**config.mk**
```make
export PLATFORM = sky130hd
export DESIGN_NAME = uart_tx_arbiter
export DESIGN_NICKNAME = d
export VERILOG_FILES = /design/src/rtl/uart_arb_pkg.sv /design/src/rtl/rr_pick.sv /design/src/rtl/uart_tx_arbiter.sv
export SDC_FILE = /design/constraint.sdc
export NUM_CORES = 1
export LEC_CHECK = 0
export CAP_MARGIN = 10
export CORE_MARGIN = 2
export CORE_UTILIZATION = 45
export CTS_BUF_LIST = sky130_fd_sc_hd__clkbuf_4
export CTS_CLUSTER_DIAMETER = 80
export DETAILED_ROUTE_END_ITERATION = 10
export HOLD_SLACK_MARGIN = 0.12
export PLACE_DENSITY = 0.83
export SLEW_MARGIN = 0
export SYNTH_ARGS = -nofsm -noshare
export SYNTH_HDL_FRONTEND = slang
export SYNTH_SLANG_ARGS = --single-unit
export TNS_END_PERCENT = 5
```
**constraint.sdc**
```tcl
create_clock -name clock -period 2 [get_ports clock]
set_input_delay 0.6 -clock clock [delete_from_list [all_inputs] [get_ports clock]]
set_output_delay 0.6 -clock clock [all_outputs]
set_load 0.02 [all_outputs]
```
**src/rtl/uart_arb_pkg.sv**
```systemverilog
// rtl/uart_arb_pkg.sv - shared types and constants for the UART TX arbiter
package uart_arb_pkg;

    typedef enum logic {
        IDLE   = 1'b0,
        LOCKED = 1'b1
    } arb_state_t;

    localparam int DEFAULT_TIMEOUT = 1024;

    // Width of a requester index; never below one bit.
    function automatic int grant_w(input int n);
        return (n < 2) ? 1 : $clog2(n);
    endfunction

endpackage

```
**src/rtl/rr_pick.sv**
```systemverilog
// rtl/rr_pick.sv - combinational round-robin pick starting after last_grant
module rr_pick
    import uart_arb_pkg::*;
#(
    parameter int N  = 4,
    parameter int GW = grant_w(N)
) (
    input  logic [N-1:0]  req,
    input  logic [GW-1:0] last_grant,
    output logic          found,
    output logic [GW-1:0] index
);

    logic [GW-1:0] start;
    logic [N-1:0]  rotated;
    int            pos;

    // Rotate so the slot after last_grant lands on bit 0, take the lowest set
    // bit, then map that offset back to an absolute requester index.
    always_comb begin
        start   = (last_grant == GW'(N - 1)) ? '0 : last_grant + 1'b1;
        rotated = N'({req, req} >> start);
        found   = |rotated;
        index   = '0;
        pos     = 0;
        for (int k = N - 1; k >= 0; k--) begin
            if (rotated[k]) begin
                pos = int'(start) + k;
                if (pos >= N) begin
                    pos = pos - N;
                end
                index = GW'(pos);
            end
        end
    end

endmodule

```
**src/rtl/uart_tx_arbiter.sv**
```systemverilog
// rtl/uart_tx_arbiter.sv - packet-locked round-robin arbiter in front of the UART TX
module uart_tx_arbiter
    import uart_arb_pkg::*;
#(
    parameter int N_REQ   = 4,
    parameter int DATA_W  = 8,
    parameter int TIMEOUT = DEFAULT_TIMEOUT,
    localparam int GRANT_W = grant_w(N_REQ),
    localparam int CNT_W   = (TIMEOUT < 1) ? 1 : $clog2(TIMEOUT + 1)
) (
    input  logic                    clock,
    input  logic                    reset,
    input  logic [N_REQ-1:0]        req_valid,
    input  logic [N_REQ*DATA_W-1:0] req_data,
    input  logic [N_REQ-1:0]        req_last,
    output logic [N_REQ-1:0]        req_ready,
    output logic                    tx_valid,
    output logic [DATA_W-1:0]       tx_data,
    input  logic                    tx_ready,
    output logic [GRANT_W-1:0]      grant_id,
    output logic                    busy,
    output logic                    timeout_pulse
);

    arb_state_t          state;
    arb_state_t          state_next;
    logic [GRANT_W-1:0]  last_grant;
    logic [CNT_W-1:0]    stall_cnt;
    logic                pick_found;
    logic [GRANT_W-1:0]  pick_index;
    logic                can_accept;
    logic                g_valid;
    logic                g_last;
    logic [DATA_W-1:0]   g_data;
    logic                xfer;
    logic                wd_fire;

    rr_pick #(
        .N  (N_REQ),
        .GW (GRANT_W)
    ) u_pick (
        .req        (req_valid),
        .last_grant (last_grant),
        .found      (pick_found),
        .index      (pick_index)
    );

    // Grantee view: handshake qualifier and watchdog expiry for this cycle.
    always_comb begin
        can_accept = !tx_valid || tx_ready;
        g_valid    = req_valid[grant_id];
        g_last     = req_last[grant_id];
        g_data     = req_data[grant_id*DATA_W +: DATA_W];
        xfer       = (state == LOCKED) && g_valid && can_accept;
        wd_fire    = (TIMEOUT != 0) && (state == LOCKED) && !g_valid
                     && (stall_cnt == CNT_W'(TIMEOUT - 1));
    end

    // State register.
    always_ff @(posedge clock) begin
        if (reset) begin
            state <= IDLE;
        end else begin
            state <= state_next;
        end
    end

    // Next state: lock on any request, release on last beat or watchdog.
    always_comb begin
        state_next = state;
        case (state)
            IDLE: begin
                if (pick_found) begin
                    state_next = LOCKED;
                end
            end
            LOCKED: begin
                if ((xfer && g_last) || wd_fire) begin
                    state_next = IDLE;
                end
            end
            default: state_next = IDLE;
        endcase
    end

    // FSM outputs: only the grantee sees ready, and only when the register can take a beat.
    always_comb begin
        busy      = (state == LOCKED);
        req_ready = '0;
        if (state == LOCKED) begin
            req_ready[grant_id] = can_accept;
        end
    end

    // Grant bookkeeping, watchdog counter and the single output register.
    always_ff @(posedge clock) begin
        if (reset) begin
            last_grant    <= GRANT_W'(N_REQ - 1);
            grant_id      <= '0;
            stall_cnt     <= '0;
            tx_valid      <= 1'b0;
            tx_data       <= '0;
            timeout_pulse <= 1'b0;
        end else begin
            timeout_pulse <= wd_fire;

            if (state == IDLE && pick_found) begin
                grant_id <= pick_index;
            end

            if ((xfer && g_last) || wd_fire) begin
                last_grant <= grant_id;
            end

            if (state == IDLE || xfer || wd_fire) begin
                stall_cnt <= '0;
            end else if (!g_valid && TIMEOUT != 0) begin
                stall_cnt <= stall_cnt + 1'b1;
            end

            if (xfer) begin
                tx_data  <= g_data;
                tx_valid <= 1'b1;
            end else if (tx_ready) begin
                tx_valid <= 1'b0;
            end
        end
    end

endmodule

```
# ---- Word level (Yosys, flattened, before mapping)
# Index checks and enable logic that the tools add are counted.
dict set report op_classes {
  add_sub_neg 9
  order_cmp 6
  eq_ne 2
  shifts 2
  mux 21
  bitwise 2
  reduce_logical 16
}
# cell n
set ops {}
lappend ops {{indexed part select 32 x 6 -> 8 bit} 1}
lappend ops {{two-way mux 2 bit} 9}
lappend ops {{adder 11 x 1 -> 11 bit (second input constant)} 1}
lappend ops {{== test 11 x 10 -> 1 bit (second input constant)} 1}
lappend ops {{>= comparator 3 bit (second input constant)} 3}
lappend ops {{>> shifter 8 x 2 -> 4 bit} 1}
lappend ops {{subtractor 2 x 1 -> 2 bit (second input constant)} 4}
lappend ops {{logical AND 1 bit} 7}
lappend ops {{two-way mux 1 bit} 7}
lappend ops {{adder 2 x 2 -> 3 bit (second input constant)} 2}
lappend ops {{AND 4 bit} 1}
lappend ops {{binary-select mux 1 bit (select 2 bit)} 2}
lappend ops {{logical OR 1 bit} 4}
lappend ops {{two-way mux 4 bit} 1}
lappend ops {{OR reduction 4 bit} 1}
lappend ops {{adder 2 x 1 -> 3 bit (second input constant)} 1}
lappend ops {{>= comparator 2 x 3 -> 1 bit (second input constant)} 1}
lappend ops {{< comparator 2 x 3 -> 1 bit (second input constant)} 1}
lappend ops {{adder 2 x 1 -> 2 bit (second input constant)} 1}
lappend ops {{demux 1 bit (select 2 bit)} 1}
lappend ops {{== test 2 bit (second input constant)} 1}
lappend ops {{>= comparator 2 x 1 -> 1 bit (second input constant)} 1}
lappend ops {{logical NOT 1 bit} 2}
lappend ops {{one-hot mux 1 bit (2 select lines)} 1}
lappend ops {{3 further kinds} 3}
dict set report totals {
  ff_bits 26
  input_bits 43
  out_inout_bits 17
  word_cells 65
}

# ---- Depth between registers and ports, before layout
# Gate-level depths: netlist of the first run.
dict set report depth {
  depth_word 9
  mapped_depth 6
  mapped_depth_nobuf 5
}

# ---- Cells and area by module
# Synthesis of the first run repeated with hierarchy kept, for this count alone.
dict set report hier_totals {
  hier_cells 167
  area_unflattened_um2 1500.2
}
# mod instances cells_each area_each_um2 seq_area_each_um2
set modules_own_cells {}
lappend modules_own_cells {uart_tx_arbiter 1 151 1406.3 520.5}
lappend modules_own_cells {rr_pick 1 16 93.8 0.0}

# ---- Worst setup path after synthesis of the first run
# No wires, ideal clock.
dict set report synth_timing {
  kind {register -> output}
  start {reg grant_id[0]}
  end {out req_ready[1]}
  t_arrival_ps 1338
  required_time_ps 1400
  path_slack_ps 62
  stages_incl_launch_ff 5
  n_path_buf 2
  path_cell_list {dfxtp_1 -> buf_2 -> buf_2 -> nand3_1 -> nor2_1}
}
dict set report synth_via {
  elab_chain_cells 6
  elab_cells_between_ends 7
  cone_classes {order compare (2); mux (3); bitwise (1); reduce/logical (1)}
}
# element line_no
set synth_lines {}
lappend synth_lines {{start: declaration} uart_tx_arbiter.sv:20} ;# output logic [GRANT_W-1:0] grant_id,
lappend synth_lines {{start signal: assignment} uart_tx_arbiter.sv:108} ;# grant_id <= pick_index;
lappend synth_lines {{< comparator 2 x 3 -> 1 bit (not written as such) or >= comparator 2 x 1 -> 1 bit (tied branches)} uart_tx_arbiter.sv:91} ;# req_ready[grant_id] = can_accept;
lappend synth_lines {{logical AND 1 bit (not written as such)} uart_tx_arbiter.sv:91}
lappend synth_lines {{two-way mux 1 bit (not written as such)} uart_tx_arbiter.sv:91}
lappend synth_lines {{demux 1 bit (select 2 bit) (*)} uart_tx_arbiter.sv:91}
lappend synth_lines {{AND 4 bit (no source line) (*)} -}
lappend synth_lines {{two-way mux 4 bit (*)} uart_tx_arbiter.sv:90} ;# if (state == LOCKED) begin
lappend synth_lines {{end: declaration} uart_tx_arbiter.sv:16} ;# output logic [N_REQ-1:0] req_ready,
# Mark *: on every way between the ends. The rest lies on a longest branch, timed or not.

# ---- Worst setup path in the final report of the first run
dict set report layout_timing {
  start {in req_valid[0]}
  end {reg stall_cnt[8]}
}
dict set report layout_via {
  elab_chain_cells 7
  elab_cells_between_ends 10
  cone_classes {mux (2); reduce/logical (8)}
}
# element line_no
set layout_lines {}
lappend layout_lines {{start: declaration} uart_tx_arbiter.sv:13} ;# input logic [N_REQ-1:0] req_valid,
lappend layout_lines {{binary-select mux 1 bit (select 2 bit) (*)} uart_tx_arbiter.sv:51} ;# g_valid = req_valid[grant_id];
lappend layout_lines {{two-way mux 1 bit (not written as such) (*)} uart_tx_arbiter.sv:51}
lappend layout_lines {{logical AND 1 bit or logical NOT 1 bit (tied branches)} -}
lappend layout_lines {{logical AND 1 bit, on equally long branches} {uart_tx_arbiter.sv:54, uart_tx_arbiter.sv:55}}
lappend layout_lines {{logical OR 1 bit or logical AND 1 bit (tied branches)} {uart_tx_arbiter.sv:115, uart_tx_arbiter.sv:56}}
lappend layout_lines {{logical OR 1 bit} uart_tx_arbiter.sv:115} ;# if (state == IDLE || xfer || wd_fire) begin
lappend layout_lines {{OR reduction 2 bit (no source line)} -}
lappend layout_lines {{end signal: assignment} uart_tx_arbiter.sv:118} ;# stall_cnt <= stall_cnt + 1'b1;
lappend layout_lines {{end: declaration} uart_tx_arbiter.sv:28} ;# logic [CNT_W-1:0] stall_cnt;
# Mark *: on every way between the ends. The rest lies on a longest branch, timed or not. The select of a mux whose other input is x is not followed.
# A chain may end at the register's enable or synchronous reset.

==> Implementation_results.wiki, run 1 <==
{| class="wikitable"
! Metric !! Value
|-
| Global-route wire length before repair || 7.286 mm
|-
| Quantity of I/O buffers inserted on ports || 59
|-
| Cell area power density || 653.6 mW/mm²
|-
| Switch Pwr || 468.6 µW
|-
| Worst-case vdd ir drop || 0.3500 mV
|-
| Critical-path maximum fanout || 11
|-
| Clock latency on the worst-skew pair || 0.34 ns
|-
| Sequential group share of total power || 0.393
|-
| Core outline area || 0.003103 mm²
|-
| Area share of the leading cell type in the synthesized netlist || 0.3484
|-
| Crit path capture || stall_cnt[8]
|-
| Number of failing hold endpoints at the final stage || 0
|-
| Mean instance size in the synthesized netlist || 9.165 µm²
|-
| Layout cell share with drive strength beyond 1 || 0.2241
|-
| Cell type with the largest total area after synthesis || sky130_fd_sc_hd__dfxtp_1
|-
| Synthesis-to-finish area growth || 55.61%
|-
| Delay-heaviest family, CP || buffers and inverters
|-
| Reg-to-reg critical path endpoint || stall_cnt[8]
|-
| Clock Tree Root || sky130_fd_sc_hd__clkbuf_4
|-
| Fraction of power spent switching nets || 0.3084
|-
| Most numerous cell types in the synthesized netlist || sky130_fd_sc_hd__dfxtp_1, sky130_fd_sc_hd__nand2_1, sky130_fd_sc_hd__nor2_1
|-
| First DRT Iteration DRCs || 46
|-
| Hold Path Class || reg2reg
|-
| HPWL Detailed || 3.517 mm
|-
| Initial core utilization || 0.4815
|-
| Power Internal || 1051 µW
|-
| Data required time at the worst endpoint || 2.26 ns
|-
| F_max || 0.5000 GHz
|-
| Total overflow reported by the global router || 0
|-
| Vias post-DR || 1546
|-
| Number of primary I/O pins || 60
|-
| WP data arrival || 2.26 ns
|-
| Remaining design rule violation count || 0
|-
| Number of max-cap violations || 0
|-
| Count of flip-flops with a built-in enable after synthesis || 0
|-
| Placer congestion estimate || 0.7866
|-
| Max incr delay on CP || 0.43 ns
|-
| Leading cell types by total area after synthesis || sky130_fd_sc_hd__dfxtp_1, sky130_fd_sc_hd__mux4_2, sky130_fd_sc_hd__nand2_1
|-
| Summed instance area of the synthesized netlist || 0.001494 mm²
|-
| Cell with the most instances after synthesis || sky130_fd_sc_hd__dfxtp_1
|-
| CTS Sinks || 26
|-
| Startpoint of the most critical register-to-register path || grant_id[1]
|-
| Max H-tree Level || 1
|-
| Endpoint class of the critical path || flip-flop
|-
| Stages on the worst setup path || 6
|-
| Nature of the critical path startpoint || input pin
|-
| Yosys warning count || 0
|-
| Tightest slew margin relative to the limit || 0.7254
|-
| Clock slew seen by the registers of the worst setup and hold paths || 0.14 ns
|-
| Routed Wire Length || 4.689 mm
|-
| Result of the run || finished, violations left
|-
| Final core utilization || 0.7492
|-
| Clock share of power || 0.247
|-
| Critical Path Slowest Stage Cell || sky130_fd_sc_hd__clkdlybuf4s50_1
|-
| Max-slew violation total from the final report || 0
|-
| Post-layout instance count excluding filler cells || 276
|-
| Area of the die || 0.003797 mm²
|-
| Number of hold buffers added after cts || 0
|-
| Worst Hold Depth || 2
|-
| Slew at the pin closest to its max-slew limit || 0.4061 ns
|-
| Total track usage || 0.2637
|-
| Longest Clk Path Bufs || 2
|-
| Initial antenna violation count || 0
|-
| Timing startpoint of the critical path || req_valid[0]
|-
| TritonRoute pass-1 iters || 4
|-
| Vias in the first global route || 1564
|-
| Static Leak || 0.0008932 µW
|-
| Pin count of the biggest net entering global routing || 18
|-
| Row count || 20
|-
| Cell breakdown of the critical path || clkdlybuf4s50_1, buf_4, mux2i_1, a2bb2oi_4, or3_1, a21boi_1
|-
| Share of synthesized flip-flops with an asynchronous set or reset || 0
|-
| CTS tree || yes
|-
| Wirelength per Cell || 16.99 µm
|-
| Vias per cell || 5.601
|-
| Detail Route Antenna Nets || 0
|-
| Mapped Nets || 208
|-
| Clock buffer count from CTS || 3
|-
| Number of nets in the final layout || 278
|-
| Register-to-Register Setup Slack || 0.07 ns
|-
| Type of the worst setup path || in2reg
|-
| Slack of the critical path || -0.000009770 ns
|-
| Worst-case reg-to-reg path depth || 5
|-
| Combinational cell fraction of total power || 0.360
|-
| Library cells used by synthesis || 37
|-
| Seq cells post-synth || 26
|-
| Violations in the final reports || setup timing
|-
| Final-report setup violation count || 1
|-
| Die height || 61.62 µm
|-
| Diode count || 0
|-
| Die X-Extent || 61.62 µm
|-
| Prevailing post-synth register cell || sky130_fd_sc_hd__dfxtp_1
|-
| Number of cells produced by synthesis || 163
|-
| Period utilisation layout || 1.000
|-
| Buffers & Inverters on Critical Path || 2
|-
| Fill cell instance count of the final layout || 233
|-
| Cell count after placement || 271
|-
| Clock period minus worst slack || 2.000 ns
|-
| Worst clock skew || 0.01131 ns
|-
| Sequential element share of the synthesized area || 0.3484
|}
==> power by group through the flow <==
stage	Sequential (µW)	Clock, µW	Combinational [µW]
floorplan	623	0	262
finish	596	376	547
detailed placement	600	0	531
global route	601	392	589
global placement	596	0	514
CTS	590	375	531
==> through the flow <==
step               TNS (ns)  hold WS [ns]  setup WS [ns]  power, µW  instance area [µm²]
2_1_floorplan             0        0.4045        0.06155      884.9                 1494
3_3_place_gp         -11.30        0.4120        -0.6499       1110                 2200
3_5_place_dp         -12.80        0.4339        -0.6924       1131                 2200
4_1_cts             -0.5429        0.4529        -0.1607       1496                 2260
5_1_grt            -0.01367        0.4584       -0.01367       1582                 2325
6_report       -0.000009770        0.4510   -0.000009770       1520                 2325
==> area by class of cell <==
cell class	count	area [µm²]	area share
clock buffer	3	22.52	0.009688
clock inverter	1	30.03	0.01292
inverter	2	7.507	0.003229
multi-input combinational	124	960.9	0.4133
sequential	26	524.3	0.2255
tap	44	55.05	0.02368
timing repair buffer	76	724.4	0.3116
==> sequential cells by signal, summed over array words and instances, names as in the netlist <==
register       flops
timeout_pulse      1
tx_data            8
grant_id           2
last_grant         2
tx_valid           1
busy               1
stall_cnt         11
==> worst min-delay path by stage <==
stage | slack, ns | to | start
3_3_place_gp | 0.41 | stall_cnt[10] | stall_cnt[10]
6_report | 0.45 | stall_cnt[10] | stall_cnt[10]
2_1_floorplan | 0.40 | stall_cnt[10] | stall_cnt[10]
3_5_place_dp | 0.43 | stall_cnt[10] | stall_cnt[10]
5_1_grt | 0.46 | stall_cnt[10] | stall_cnt[10]
4_1_cts | 0.45 | stall_cnt[10] | stall_cnt[10]
==> layout by cell type (no fill, tap or decap), types with 2 or more instances in the layout <==
master	instances
sky130_fd_sc_hd__buf_4	20
sky130_fd_sc_hd__nand4_1	3
sky130_fd_sc_hd__nand2b_1	2
sky130_fd_sc_hd__clkbuf_4	3
sky130_fd_sc_hd__nand2_1	25
sky130_fd_sc_hd__dfxtp_2	3
sky130_fd_sc_hd__dlygate4sd2_1	2
sky130_fd_sc_hd__xor2_1	2
sky130_fd_sc_hd__o21ai_0	5
sky130_fd_sc_hd__a21oi_1	16
sky130_fd_sc_hd__dlymetal6s2s_1	6
sky130_fd_sc_hd__ha_1	2
sky130_fd_sc_hd__dfxtp_1	23
sky130_fd_sc_hd__or3_1	4
sky130_fd_sc_hd__nand3_1	2
sky130_fd_sc_hd__clkdlybuf4s50_1	47
sky130_fd_sc_hd__nor3b_1	2
sky130_fd_sc_hd__nand3_2	2
sky130_fd_sc_hd__mux4_2	10
sky130_fd_sc_hd__o21ai_2	2
sky130_fd_sc_hd__nor2_1	17
sky130_fd_sc_hd__xnor2_1	4
sky130_fd_sc_hd__mux2i_1	4
sky130_fd_sc_hd__inv_1	2
sky130_fd_sc_hd__nor2b_1	2
==> worst register-to-register path, stage by stage (launching register included) <==
cell and delay (ns):
sky130_fd_sc_hd__dfxtp_2 0.43, sky130_fd_sc_hd__buf_4 0.17, sky130_fd_sc_hd__mux2_1 0.38, sky130_fd_sc_hd__a2bb2oi_4 0.23
sky130_fd_sc_hd__or3_1 0.42, sky130_fd_sc_hd__a21boi_1 0.22
==> metal layers <==
| layer | share of wire | track usage | wire length [µm] |
|---|---|---|---|
| met2 | 0.56 | 0.5173 | 2603 |
| met5 | 0 | 0 | 0 |
| met4 | 0.028 | 0.1125 | 133 |
| met1 | 0.38 | 0.2807 | 1759 |
| met3 | 0.041 | 0.02521 | 192 |
==> cells by family (layout without fill, tap and decap cells) <==
group                    count (synthesis)  in the layout  share of synthesized area
XOR/XNOR                                 6              6                    0.03518
multiplexers                            15             15                     0.1851
buffers and inverters                   13             82                    0.04522
flip-flops                              26             26                     0.3484
AND/OR/NAND/NOR                         72             72                     0.2554
adder cells (fa/ha/maj)                  2              2                    0.01675
AO/OA/AOI/OAI                           29             29                     0.1139
==> timing repair <==
action	4_1_cts	5_1_grt
pin swaps	0	5
buffers inserted	0	1
hold endpoints to repair	0	0
gates resized for setup	28	15
cloned	0	0
endpoints found under the setup margin	21	23
Power figures use the tool's default switching activity.
==> run 2, diff against run 1 <==
- ABC_AREA: unset -> 0
==> results of run 2 <==
The final DEF is identical to that of run 1; final timing and power are the same.
